$ cat src/rtl/acc_stack_ctrl.sv
// Accumulator controller with a push/pop stack and carry/zero flags.
// Commands go IDLE -> EXEC -> RESP; results stay on rsp_* until taken.
module acc_stack_ctrl #(
    parameter int WIDTH = 8,
    parameter int DEPTH = 8
) (
    input  logic                     clk,
    input  logic                     reset,
    input  logic                     cmd_valid,
    output logic                     cmd_ready,
    input  logic [3:0]               cmd_op,
    input  logic [WIDTH-1:0]         cmd_data,
    output logic                     rsp_valid,
    input  logic                     rsp_ready,
    output logic [WIDTH-1:0]         rsp_data,
    output logic                     rsp_zero,
    output logic                     rsp_carry,
    output logic                     rsp_err,
    output logic [$clog2(DEPTH):0]   sp
);

    localparam int AW  = $clog2(DEPTH);
    localparam int SPW = AW + 1;

    localparam logic [3:0] OP_NOP  = 4'h0;
    localparam logic [3:0] OP_LOAD = 4'h1;
    localparam logic [3:0] OP_ADD  = 4'h2;
    localparam logic [3:0] OP_SUB  = 4'h3;
    localparam logic [3:0] OP_AND  = 4'h4;
    localparam logic [3:0] OP_OR   = 4'h5;
    localparam logic [3:0] OP_XOR  = 4'h6;
    localparam logic [3:0] OP_NOT  = 4'h7;
    localparam logic [3:0] OP_INC  = 4'h8;
    localparam logic [3:0] OP_DEC  = 4'h9;
    localparam logic [3:0] OP_ROR  = 4'hA;
    localparam logic [3:0] OP_SHR  = 4'hB;
    localparam logic [3:0] OP_ROL  = 4'hC;
    localparam logic [3:0] OP_SHL  = 4'hD;
    localparam logic [3:0] OP_PUSH = 4'hE;
    localparam logic [3:0] OP_POP  = 4'hF;

    typedef enum logic [1:0] {
        IDLE,
        EXEC,
        RESP
    } state_e;

    state_e           state_q, state_d;
    logic [3:0]       op_q, op_d;
    logic [WIDTH-1:0] data_q, data_d;
    logic [WIDTH-1:0] acc_q, acc_d;
    logic             carry_q, carry_d;
    logic             zero_q, zero_d;
    logic             err_q, err_d;
    logic [SPW-1:0]   sp_q, sp_d;

    logic [WIDTH-1:0] stack_q [DEPTH];
    logic             push_en;
    logic [AW-1:0]    wr_idx;
    logic [AW-1:0]    rd_idx;
    logic [WIDTH:0]   sum;
    logic             full;
    logic             empty;

    assign wr_idx = sp_q[AW-1:0];
    assign rd_idx = AW'(sp_q - 1'b1);
    assign full   = (sp_q == SPW'(DEPTH));
    assign empty  = (sp_q == '0);

    always_comb begin
        state_d   = state_q;
        op_d      = op_q;
        data_d    = data_q;
        acc_d     = acc_q;
        carry_d   = carry_q;
        zero_d    = zero_q;
        err_d     = err_q;
        sp_d      = sp_q;
        push_en   = 1'b0;
        cmd_ready = 1'b0;
        rsp_valid = 1'b0;
        sum       = '0;
        case (state_q)
            IDLE: begin
                cmd_ready = 1'b1;
                if (cmd_valid) begin
                    op_d    = cmd_op;
                    data_d  = cmd_data;
                    state_d = EXEC;
                end
            end
            EXEC: begin
                err_d   = 1'b0;
                state_d = RESP;
                case (op_q)
                    OP_NOP: ;
                    OP_LOAD: begin
                        acc_d   = data_q;
                        carry_d = 1'b0;
                    end
                    OP_ADD: begin
                        sum     = {1'b0, acc_q} + {1'b0, data_q};
                        acc_d   = sum[WIDTH-1:0];
                        carry_d = sum[WIDTH];
                    end
                    OP_SUB: begin
                        sum     = {1'b0, acc_q} - {1'b0, data_q};
                        acc_d   = sum[WIDTH-1:0];
                        carry_d = sum[WIDTH];
                    end
                    OP_AND: begin
                        acc_d   = acc_q & data_q;
                        carry_d = 1'b0;
                    end
                    OP_OR: begin
                        acc_d   = acc_q | data_q;
                        carry_d = 1'b0;
                    end
                    OP_XOR: begin
                        acc_d   = acc_q ^ data_q;
                        carry_d = 1'b0;
                    end
                    OP_NOT: begin
                        acc_d   = ~acc_q;
                        carry_d = 1'b0;
                    end
                    OP_INC: begin
                        sum     = {1'b0, acc_q} + (WIDTH+1)'(1);
                        acc_d   = sum[WIDTH-1:0];
                        carry_d = sum[WIDTH];
                    end
                    OP_DEC: begin
                        // borrow appears in the extra top bit
                        sum     = {1'b0, acc_q} - (WIDTH+1)'(1);
                        acc_d   = sum[WIDTH-1:0];
                        carry_d = sum[WIDTH];
                    end
                    OP_ROR: begin
                        acc_d   = {acc_q[0], acc_q[WIDTH-1:1]};
                        carry_d = acc_q[0];
                    end
                    OP_SHR: begin
                        acc_d   = {1'b0, acc_q[WIDTH-1:1]};
                        carry_d = acc_q[0];
                    end
                    OP_ROL: begin
                        acc_d   = {acc_q[WIDTH-2:0], acc_q[WIDTH-1]};
                        carry_d = acc_q[WIDTH-1];
                    end
                    OP_SHL: begin
                        acc_d   = {acc_q[WIDTH-2:0], 1'b0};
                        carry_d = acc_q[WIDTH-1];
                    end
                    OP_PUSH: begin
                        if (full) begin
                            err_d = 1'b1;
                        end else begin
                            push_en = 1'b1;
                            sp_d    = sp_q + 1'b1;
                        end
                    end
                    OP_POP: begin
                        if (empty) begin
                            err_d = 1'b1;
                        end else begin
                            acc_d = stack_q[rd_idx];
                            sp_d  = sp_q - 1'b1;
                        end
                    end
                    default: ;
                endcase
                zero_d = (acc_d == '0);
            end
            RESP: begin
                rsp_valid = 1'b1;
                if (rsp_ready) begin
                    state_d = IDLE;
                end
            end
            default: state_d = IDLE;
        endcase
    end

    always_ff @(posedge clk) begin
        if (reset) begin
            state_q <= IDLE;
            op_q    <= '0;
            data_q  <= '0;
            acc_q   <= '0;
            carry_q <= 1'b0;
            zero_q  <= 1'b1;
            err_q   <= 1'b0;
            sp_q    <= '0;
        end else begin
            state_q <= state_d;
            op_q    <= op_d;
            data_q  <= data_d;
            acc_q   <= acc_d;
            carry_q <= carry_d;
            zero_q  <= zero_d;
            err_q   <= err_d;
            sp_q    <= sp_d;
        end
    end

    // stack storage is not reset; sp alone defines what is valid
    always_ff @(posedge clk) begin
        if (push_en && !reset) begin
            stack_q[wr_idx] <= acc_q;
        end
    end

    assign rsp_data  = acc_q;
    assign rsp_zero  = zero_q;
    assign rsp_carry = carry_q;
    assign rsp_err   = err_q;
    assign sp        = sp_q;

endmodule

$ cat config.mk
export PLATFORM = sky130hd
export DESIGN_NAME = acc_stack_ctrl
export DESIGN_NICKNAME = d
export VERILOG_FILES = /design/src/rtl/acc_stack_ctrl.sv
export SDC_FILE = /design/constraint.sdc
export NUM_CORES = 1
export LEC_CHECK = 0
export ABC_AREA = 1
export CELL_PAD_IN_SITES_DETAIL_PLACEMENT = 1
export CELL_PAD_IN_SITES_GLOBAL_PLACEMENT = 1
export CORE_MARGIN = 2
export CORE_UTILIZATION = 45
export CTS_BUF_LIST = sky130_fd_sc_hd__clkbuf_4
export CTS_CLUSTER_SIZE = 30
export DETAILED_ROUTE_END_ITERATION = 16
export GPL_ROUTABILITY_DRIVEN = 0
export HOLD_SLACK_MARGIN = 0.06
export PLACE_DENSITY_LB_ADDON = 0.1
export SETUP_SLACK_MARGIN = 0.02
export SLEW_MARGIN = 20
export SYNTH_ARGS = -nofsm -noshare
export SYNTH_HDL_FRONTEND = slang
export SYNTH_SLANG_ARGS = --single-unit
$ cat constraint.sdc
create_clock -name clk -period 6.8 [get_ports clk]
set_input_delay 2.04 -clock clk [delete_from_list [all_inputs] [get_ports clk]]
set_output_delay 2.04 -clock clk [all_outputs]
set_load 0.05 [all_outputs]
# Yosys cells after proc, flatten, opt, wreduce, memory -nomap -nowiden
# Memories as Yosys holds them, arrays and structs flattened.
# Cells that the tools add are included.
# op_classes
mux	20
n_addsub	6
eq_ne	22
n_reduce_logical	14
bitwise	4
# ops
cell	n
$pmux 8 s14	1
$eq 4x4->1 const B	9
$eq 4x3->1 const B	4
$mux 8	2
$add 8x1->9 const B	1
$add 8x8->9	1
$mux 1	9
$sub 8x1->9 const B	1
$sub 8x8->9	1
$and 8x8->8	1
$eq 4x2->1 const B	2
$logic_not 8->1	1
$mux 4	2
$ne 2x2->1 const B	4
$not 8->8	1
$or 8x8->8	1
$pmux 4 s2	1
$xor 8x8->8	1
$pmux 1 s7	1
$reduce_bool 7->1	1
$pmux 2 s3	1
$reduce_and 2->1	3
$reduce_or 5->1	1
$add 4x1->4 const B	1
13 further kinds	15
# totals
input_bits	16
ff_bits	29
mem_bits_rw	64
memories	1
# memory_table
memory	depth	word_bits	rd	rd_clocked_by_memory_dff	write_ports	line_no	rtl
stack_q	8	8	1	0	1	57	logic [WIDTH-1:0] stack_q [DEPTH];

# Longest topological paths before layout
# Gate-level depths: netlist (run 1).
# logic_depth
word_depth	7
ltp_mapped	17
ltp_nobuf	15

# Least setup slack after synthesis (run 1)
# OpenSTA, ideal clock, no wires.
# synth_path
kind	input-to-reg
start	input port reset
end	memory stack_q[7][0], enable pin
stages	4
arrival_time_ns	3.484
setup_time_ns	0.395
t_required_ns	6.405
setup_slack_ns	2.921
path_cell_list	clkbuf_1 > nor4_2 > inv_1 > nor4_1
# synth_between
elab_chain_cells	4
# synth_rtl
element	line_no	rtl
from (decl)	8	input logic reset,
$logic_not 1->1	208	if (push_en && !reset) begin
$logic_and 1x1->1	208	
$mux 1	208	
$mux 1 (implied by the code)	209	stack_q[wr_idx] <= acc_q;
to (decl)	57	
# Every way passes these cells.

# Worst setup path in the final report (run 1)
# layout_path
start	register acc_q[1], in the netlist rsp_data[1]
end	output port rsp_data[1]
# layout_rtl
element	line_no	rtl
from (decl)	51	logic [WIDTH-1:0] acc_q, acc_d;
from (signal assigned)	189	acc_q <= '0;
from (signal assigned)	198	acc_q <= acc_d;
to (decl)	15	output logic [WIDTH-1:0] rsp_data,
# No word-level cell between the ends.

==> results of run 1 <==
how the worst max path moves through the flow:
stage | from | end | slack, ns | cells past startpoint
after global routing | rsp_data[1]$_SDFFE_PP0P_ | rsp_data[1] | 2.35 | 1
final | rsp_data[1]$_SDFFE_PP0P_ | rsp_data[1] | 2.42 | 1
after detailed placement | reset | stack_q[2][7]$_DFFE_PP_ | 2.10 | 4
after global placement | reset | stack_q[2][7]$_DFFE_PP_ | 2.23 | 4
after floorplan | reset | stack_q[7][0]$_DFFE_PP_ | 2.92 | 4
after CTS | rsp_data[1]$_SDFFE_PP0P_ | rsp_data[1] | 2.41 | 1
worst register-to-register path: stages (launching register included):
cell and delay (ns):
dfxtp_1 0.41, buf_4 0.39, inv_2 0.35, ha_1 0.38
nand3_1 0.13, inv_1 0.06, nor4_2 0.31, nand2_1 0.20
nor3_1 0.91
kinds of logic (layout without fill, tap and decap cells):
| logic type | after synthesis | count (layout) | synth area share |
|---|---|---|---|
| simple gates | 441 | 441 | 0.3213 |
| fa+ha+maj | 30 | 30 | 0.06674 |
| flops | 93 | 93 | 0.4278 |
| xor+xnor | 4 | 4 | 0.007274 |
| compound gates | 107 | 107 | 0.09711 |
| buf+inv | 116 | 146 | 0.07979 |
power breakdown:
part / total [mW] / internal, mW / switching [mW] / leakage (nW)
sequential: 0.640 / 0.618 / 0.0224 / 0.843
clock: 0.321 / 0.117 / 0.203 / 0.0797
combinational: 0.270 / 0.0808 / 0.189 / 1.82
per-stage QoR:
step	utilization	area [µm²]	instances	power [mW]	setup slack, ns
floorplan	-	5849	791	0.8272	2.921
global placement	0.4989	6321	977	0.9097	2.233
detailed placement	0.4989	6321	977	0.9204	2.102
CTS	0.5098	6460	993	1.236	2.405
global route	0.5106	6470	993	1.282	2.354
finish	0.5106	6470	993	1.230	2.423
routing by layer:
metal	vias up	routed length [µm]	global-route usage
met4	0	663	0.1258
met1	2698	8192	0.3357
li1	2666	-	-
met5	-	0	0
met3	37	551	0.02665
met2	103	9660	0.5018
cells in the final DEF, fill, tap and decap left out, drive strengths merged, types with 5 or more instances in the layout:
master         synthesis  final
buf                   14      8
nor2                 119    119
nand4                  6      6
o211ai                 5      5
o21ai                 55     55
inv                   85     86
dfxtp                 29     29
nor3                  10     10
nand2                192    192
clkbuf                12     10
edfxtp                64     64
clkinv                 5      9
clkdlybuf4s50          0     32
nand3                104    104
ha                    28     28
a21oi                 40     40
state kept, by name, indices dropped and copies added (netlist names), 2 cells and up:
name,count
data_q,8
op_q,4
rsp_data,8
sp,4
stack_q,64
state_q,2
layout make-up:
type	instances	area, µm²	share of cell area
sequential	93	2502	0.3868
timing repair buffer	40	380.4	0.05879
inverter	90	342.8	0.05299
multi-input combinational	582	2890	0.4467
clock buffer	10	75.07	0.01160
tap	172	215.2	0.03326
clock inverter	6	63.81	0.009863
==> flow_metrics.py, run 1 <==
metrics = {
    "run_status": {
        "status": "finished clean",
    },
    "synth": {
        "yosysMostFrequentCell": "nand2_1",
        "netlist_instances": 791,
        "synth_nets": 837,
        "ys.flop_type": "edfxtp_1",
        "synth_area_um2": 5849,
        "syn_avg_cell_area_um2": 7.395,
        "synth_edf_count": 64,
        "synth-seq-cells": 93,
        "synth_top_cell_by_area": "edfxtp_1",
        "ys_async_sr_fraction": 0,
        "ys_top_cells_by_area": "edfxtp_1 33%, nand2_1 12%, dfxtp_1 9.9%",
        "ys_seq_area_frac": 0.4278,
        "synth_top_area_share": 0.3286,
        "synth_warnings": 0,
        "ys_top_cells_by_count": "190 x nand2_1, 113 x nor2_1, 104 x nand3_1",
        "synth.distinct_cells": 36,
    },
    "setup_path": {
        "crit_family": "buffers and inverters",
        "r2r-end": "stack_q[2][3]$_DFFE_PP_",
        "path_cells": "clkdlybuf4s50_1",
        "reg2regPathDepth": 8,
        "crit_required_ns": 4.76,
        "cpPeakStageDelay_ns": 0.95,
        "reg2reg_setup_slack_ns": 3.29,
        "cp-end-kind": "output port",
        "critPathBufInv": 1,
        "cp_max_fo": 20,
        "reg2reg_from": "sp[0]$_SDFFE_PP0P_",
        "crit_type": "register to output port",
        "setup.worst_path.start_class": "register",
        "crit_arrival_ns": 2.34,
        "cp_slowest_cell": "clkdlybuf4s50_1",
    },
    "sta": {
        "slew_violations": 0,
        "setup_viol": 0,
        "min_period_over_period": 0.6437,
        "rsz0062_at_grt": "false",
        "post-route-min-period_ns": 4.377,
        "final.setup.tns_ns": 0,
        "worst_clock_skew_ns": 0.01327,
        "fmax_mhz": 228.5,
        "worstMarginPinSlew_ns": 1.144,
        "fin_hold_ws_ns": 0.4783,
        "slew_headroom": 0.2315,
        "final_hold_viol_count": 0,
    },
    "global_routing": {
        "grtUsageTotal": 0.2787,
        "grt_pass1_wl_um": 30100,
        "grt_max_degree": 37,
        "antenna_found_initial": 0,
        "grt_pass1_vias": 5637,
        "grt_remaining_overflow": 0,
    },
    "die": {
        "initial_core_util": 0.4616,
        "ios": 33,
        "die_x_um": 118.0,
        "rows": 41,
        "dieHeight_um": 118.0,
        "dieArea_um2": 13930,
        "core_area_um2": 12670,
    },
    "drt": {
        "vias_per_cell": 5.543,
        "dr.pass1.iters": 4,
        "wirelength_um": 19070,
        "drc": 0,
        "wl_per_cell_um": 19.20,
        "routed-via-count": 5504,
        "drt_iter0_drc": 301,
        "postRouteAntennaNets": 0,
    },
    "power_and_ir_drop": {
        "p_per_area_nw_per_um2": 190.2,
        "p_leak_nw": 2.740,
        "vdd_drop_max_mv": 0.07546,
    },
    "clocking": {
        "clk_latency_ns": 0.48,
        "cts_setup_buffers": 0,
        "numCtsBuffers": 9,
        "cts_sinks": 93,
        "postCtsHoldBufs": 0,
        "clockBufferDepth": 2,
        "htreeDepth": 3,
        "cts_tree": "built",
        "post_cts_resized": 0,
        "clk_pin_slew_ns": 0.15,
        "clockRootBuffer": "clkbuf_4",
    },
    "min_path": {
        "hp-class": "register to register",
        "hp-start": "rsp_carry$_SDFFE_PP0P_",
        "hold_depth": 2,
        "holdPathEnd": "rsp_carry$_SDFFE_PP0P_",
    },
    "finish": {
        "diodes": 0,
        "nets": 862,
        "area_delta_synth_final_pct": 10.61,
        "nFillCells": 1640,
        "drive_gt1_frac": 0.05847,
    },
    "placed_design": {
        "port-buffer-count": 32,
        "dp_hpwl_um": 14310,
    },
    "run": {
        "max_cap_viol_count": 0,
    },
}
No activity file was read; power rests on OpenSTA's default activity.
==> run 2, diff against run 1 <==
Clock period 6.8 ns to 4.2 ns, I/O delays scaled along.
==> run 2 against run 1 <==
Effect of this change:
- power is 63% higher
- combinational power is 66% higher
- die area stayed put
- cell count is 1.1% higher
- global-route usage is 0.072 points higher
- clock skew is 0.015 ns higher
- clock-buffer cell count is 1 higher
- via count is 0.53% lower
- critical endpoint is now rsp_data[2]
- clock power is 64% higher
==> flow_metrics.py, run 2 (synthesis results as in run 1) <==
metrics = {
    "setup_path": {
        "reg2reg_from": "rsp_data[2]$_SDFFE_PP0P_",
        "reg2reg_setup_slack_ns": 1.04,
        "crit_cells": 1,
        "startpoint": "rsp_data[2]$_SDFFE_PP0P_",
        "cp_slowest_cell": "dfxtp_1",
        "cp-end-kind": "output port",
        "setup.worst_path.start_class": "register",
        "path_cells": "clkdlybuf4s50_1",
        "cp_max_fo": 22,
        "reg2regPathDepth": 13,
        "crit_type": "register to output port",
        "r2r-end": "rsp_data[5]$_SDFFE_PP0P_",
        "crit_required_ns": 2.94,
        "critPathBufInv": 1,
        "cpPeakStageDelay_ns": 1.04,
        "crit_path_end": "rsp_data[2]",
        "crit_arrival_ns": 2.50,
        "crit_family": "flip-flops",
    },
    "sta": {
        "slew_violations": 0,
        "slew_headroom": 0.2989,
        "final_hold_viol_count": 0,
        "setup_viol": 0,
        "worst_clock_skew_ns": 0.02779,
        "post-route-min-period_ns": 3.757,
        "fmax_mhz": 266.2,
        "fin_ws_ns": 0.4429,
        "worstMarginPinSlew_ns": 1.050,
        "min_period_over_period": 0.8945,
        "final.setup.tns_ns": 0,
        "fin_hold_ws_ns": 0.4908,
        "rsz0062_at_grt": "false",
    },
    "drt": {
        "routed-via-count": 5475,
        "dr.pass1.iters": 5,
        "vias_per_cell": 5.453,
        "drt_iter0_drc": 372,
        "wirelength_um": 19050,
        "wl_per_cell_um": 18.97,
        "postRouteAntennaNets": 0,
        "drc": 0,
    },
    "placed_design": {
        "dp_hpwl_um": 14460,
        "placed_area_um2": 6404,
        "port-buffer-count": 32,
        "dp_slack_ns": 0.9194,
        "dp.cells": 988,
    },
    "finish": {
        "multi_input_area_um2": 2880,
        "final_cell_mix": "190 x nand2_1, 113 x nor2_1, 104 x nand3_1, 78 x inv_1, 64 x edfxtp_1",
        "largest_register_ffs": 64,
        "nFillCells": 1627,
        "fin_area_um2": 6544,
        "ff_latch_area_um2": 2502,
        "nets": 873,
        "instances_no_fill": 1004,
        "drive_gt1_frac": 0.06971,
        "largest-register": "stack_q",
        "final_common_cell": "nand2_1",
        "area_delta_synth_final_pct": 11.87,
        "utilization": 0.5164,
        "diodes": 0,
    },
    "global_routing": {
        "grtUsageTotal": 0.2794,
        "grt_remaining_overflow": 0,
        "grt_max_degree": 39,
        "grt_pass1_wl_um": 30030,
        "grt_pass1_vias": 5610,
        "antenna_found_initial": 0,
    },
    "clocking": {
        "htreeDepth": 3,
        "cts_setup_buffers": 0,
        "cts_tree": "built",
        "clk_latency_ns": 0.49,
        "clockRootBuffer": "clkbuf_4",
        "postCtsHoldBufs": 0,
        "numCtsBuffers": 9,
        "clockBufferDepth": 2,
        "cts_sinks": 93,
        "clk_pin_slew_ns": 0.15,
        "post_cts_resized": 0,
    },
    "die": {
        "dieHeight_um": 118.0,
        "core_area_um2": 12670,
        "initial_core_util": 0.4616,
        "dieArea_um2": 13930,
        "die_x_um": 118.0,
        "rows": 41,
        "ios": 33,
    },
    "min_path": {
        "hp-start": "rsp_err$_SDFFE_PP0P_",
        "hp-class": "register to register",
    },
    "power_and_ir_drop": {
        "fin_total_pwr_mw": 2.008,
        "p_per_area_nw_per_um2": 306.8,
        "vdd_drop_max_mv": 0.1190,
        "p_leak_nw": 2.799,
    },
    "run": {
        "max_cap_viol_count": 0,
    },
    "run_status": {
        "status": "finished clean",
    },
}
[run 2: changes by cell type in the layout (fill, tap and decap cells not counted), sizes merged]
cell and change:
buf +11, clkbuf +1, inv +1, clkinv -2
[run 2: how the worst min path moves through the flow]
| stage | endpoint | cells after the start |
|---|---|---|
| after global routing | rsp_err$_SDFFE_PP0P_ | 2 |
| after detailed placement | rsp_carry$_SDFFE_PP0P_ | 2 |
| after floorplan | data_q[0]$_SDFFE_PP0P_ | 2 |
| after global placement | rsp_carry$_SDFFE_PP0P_ | 2 |
| final | rsp_err$_SDFFE_PP0P_ | 2 |
| after CTS | rsp_err$_SDFFE_PP0P_ | 2 |
[run 2: layout make-up]
class / instances / share of cell area
Multi-Input combinational cell: 582 / 0.4402
Sequential cell: 93 / 0.3824
Timing Repair Buffer: 51 / 0.07075
Inverter: 90 / 0.05239
Tap cell: 172 / 0.03289
Clock buffer: 11 / 0.01262
Clock inverter: 5 / 0.008795
[run 2: where the power goes]
| group | switching (mW) | leakage (nW) | total [mW] | internal, mW |
|---|---|---|---|---|
| logic | 0.315 | 1.87 | 0.449 | 0.134 |
| registers | 0.0323 | 0.843 | 1.03 | 1.00 |
| clock network | 0.328 | 0.0816 | 0.526 | 0.198 |
| total | 0.676 | 2.80 | 2.01 | 1.33 |
[run 2: routing by layer]
metal / global-route usage / vias to the layer above / wire (µm)
met5: 0 / - / 0
met4: 0.1318 / 0 / 688
met3: 0.03440 / 42 / 616
met2: 0.4967 / 116 / 9632
met1: 0.3348 / 2631 / 8108
li1: - / 2686 / -
==> run 3, diff against run 2 <==
Settings changed: SETUP_SLACK_MARGIN 0.02 to 0.2.
==> results of run 3 <==
Final layout, timing and power as in run 2 (identical DEF).
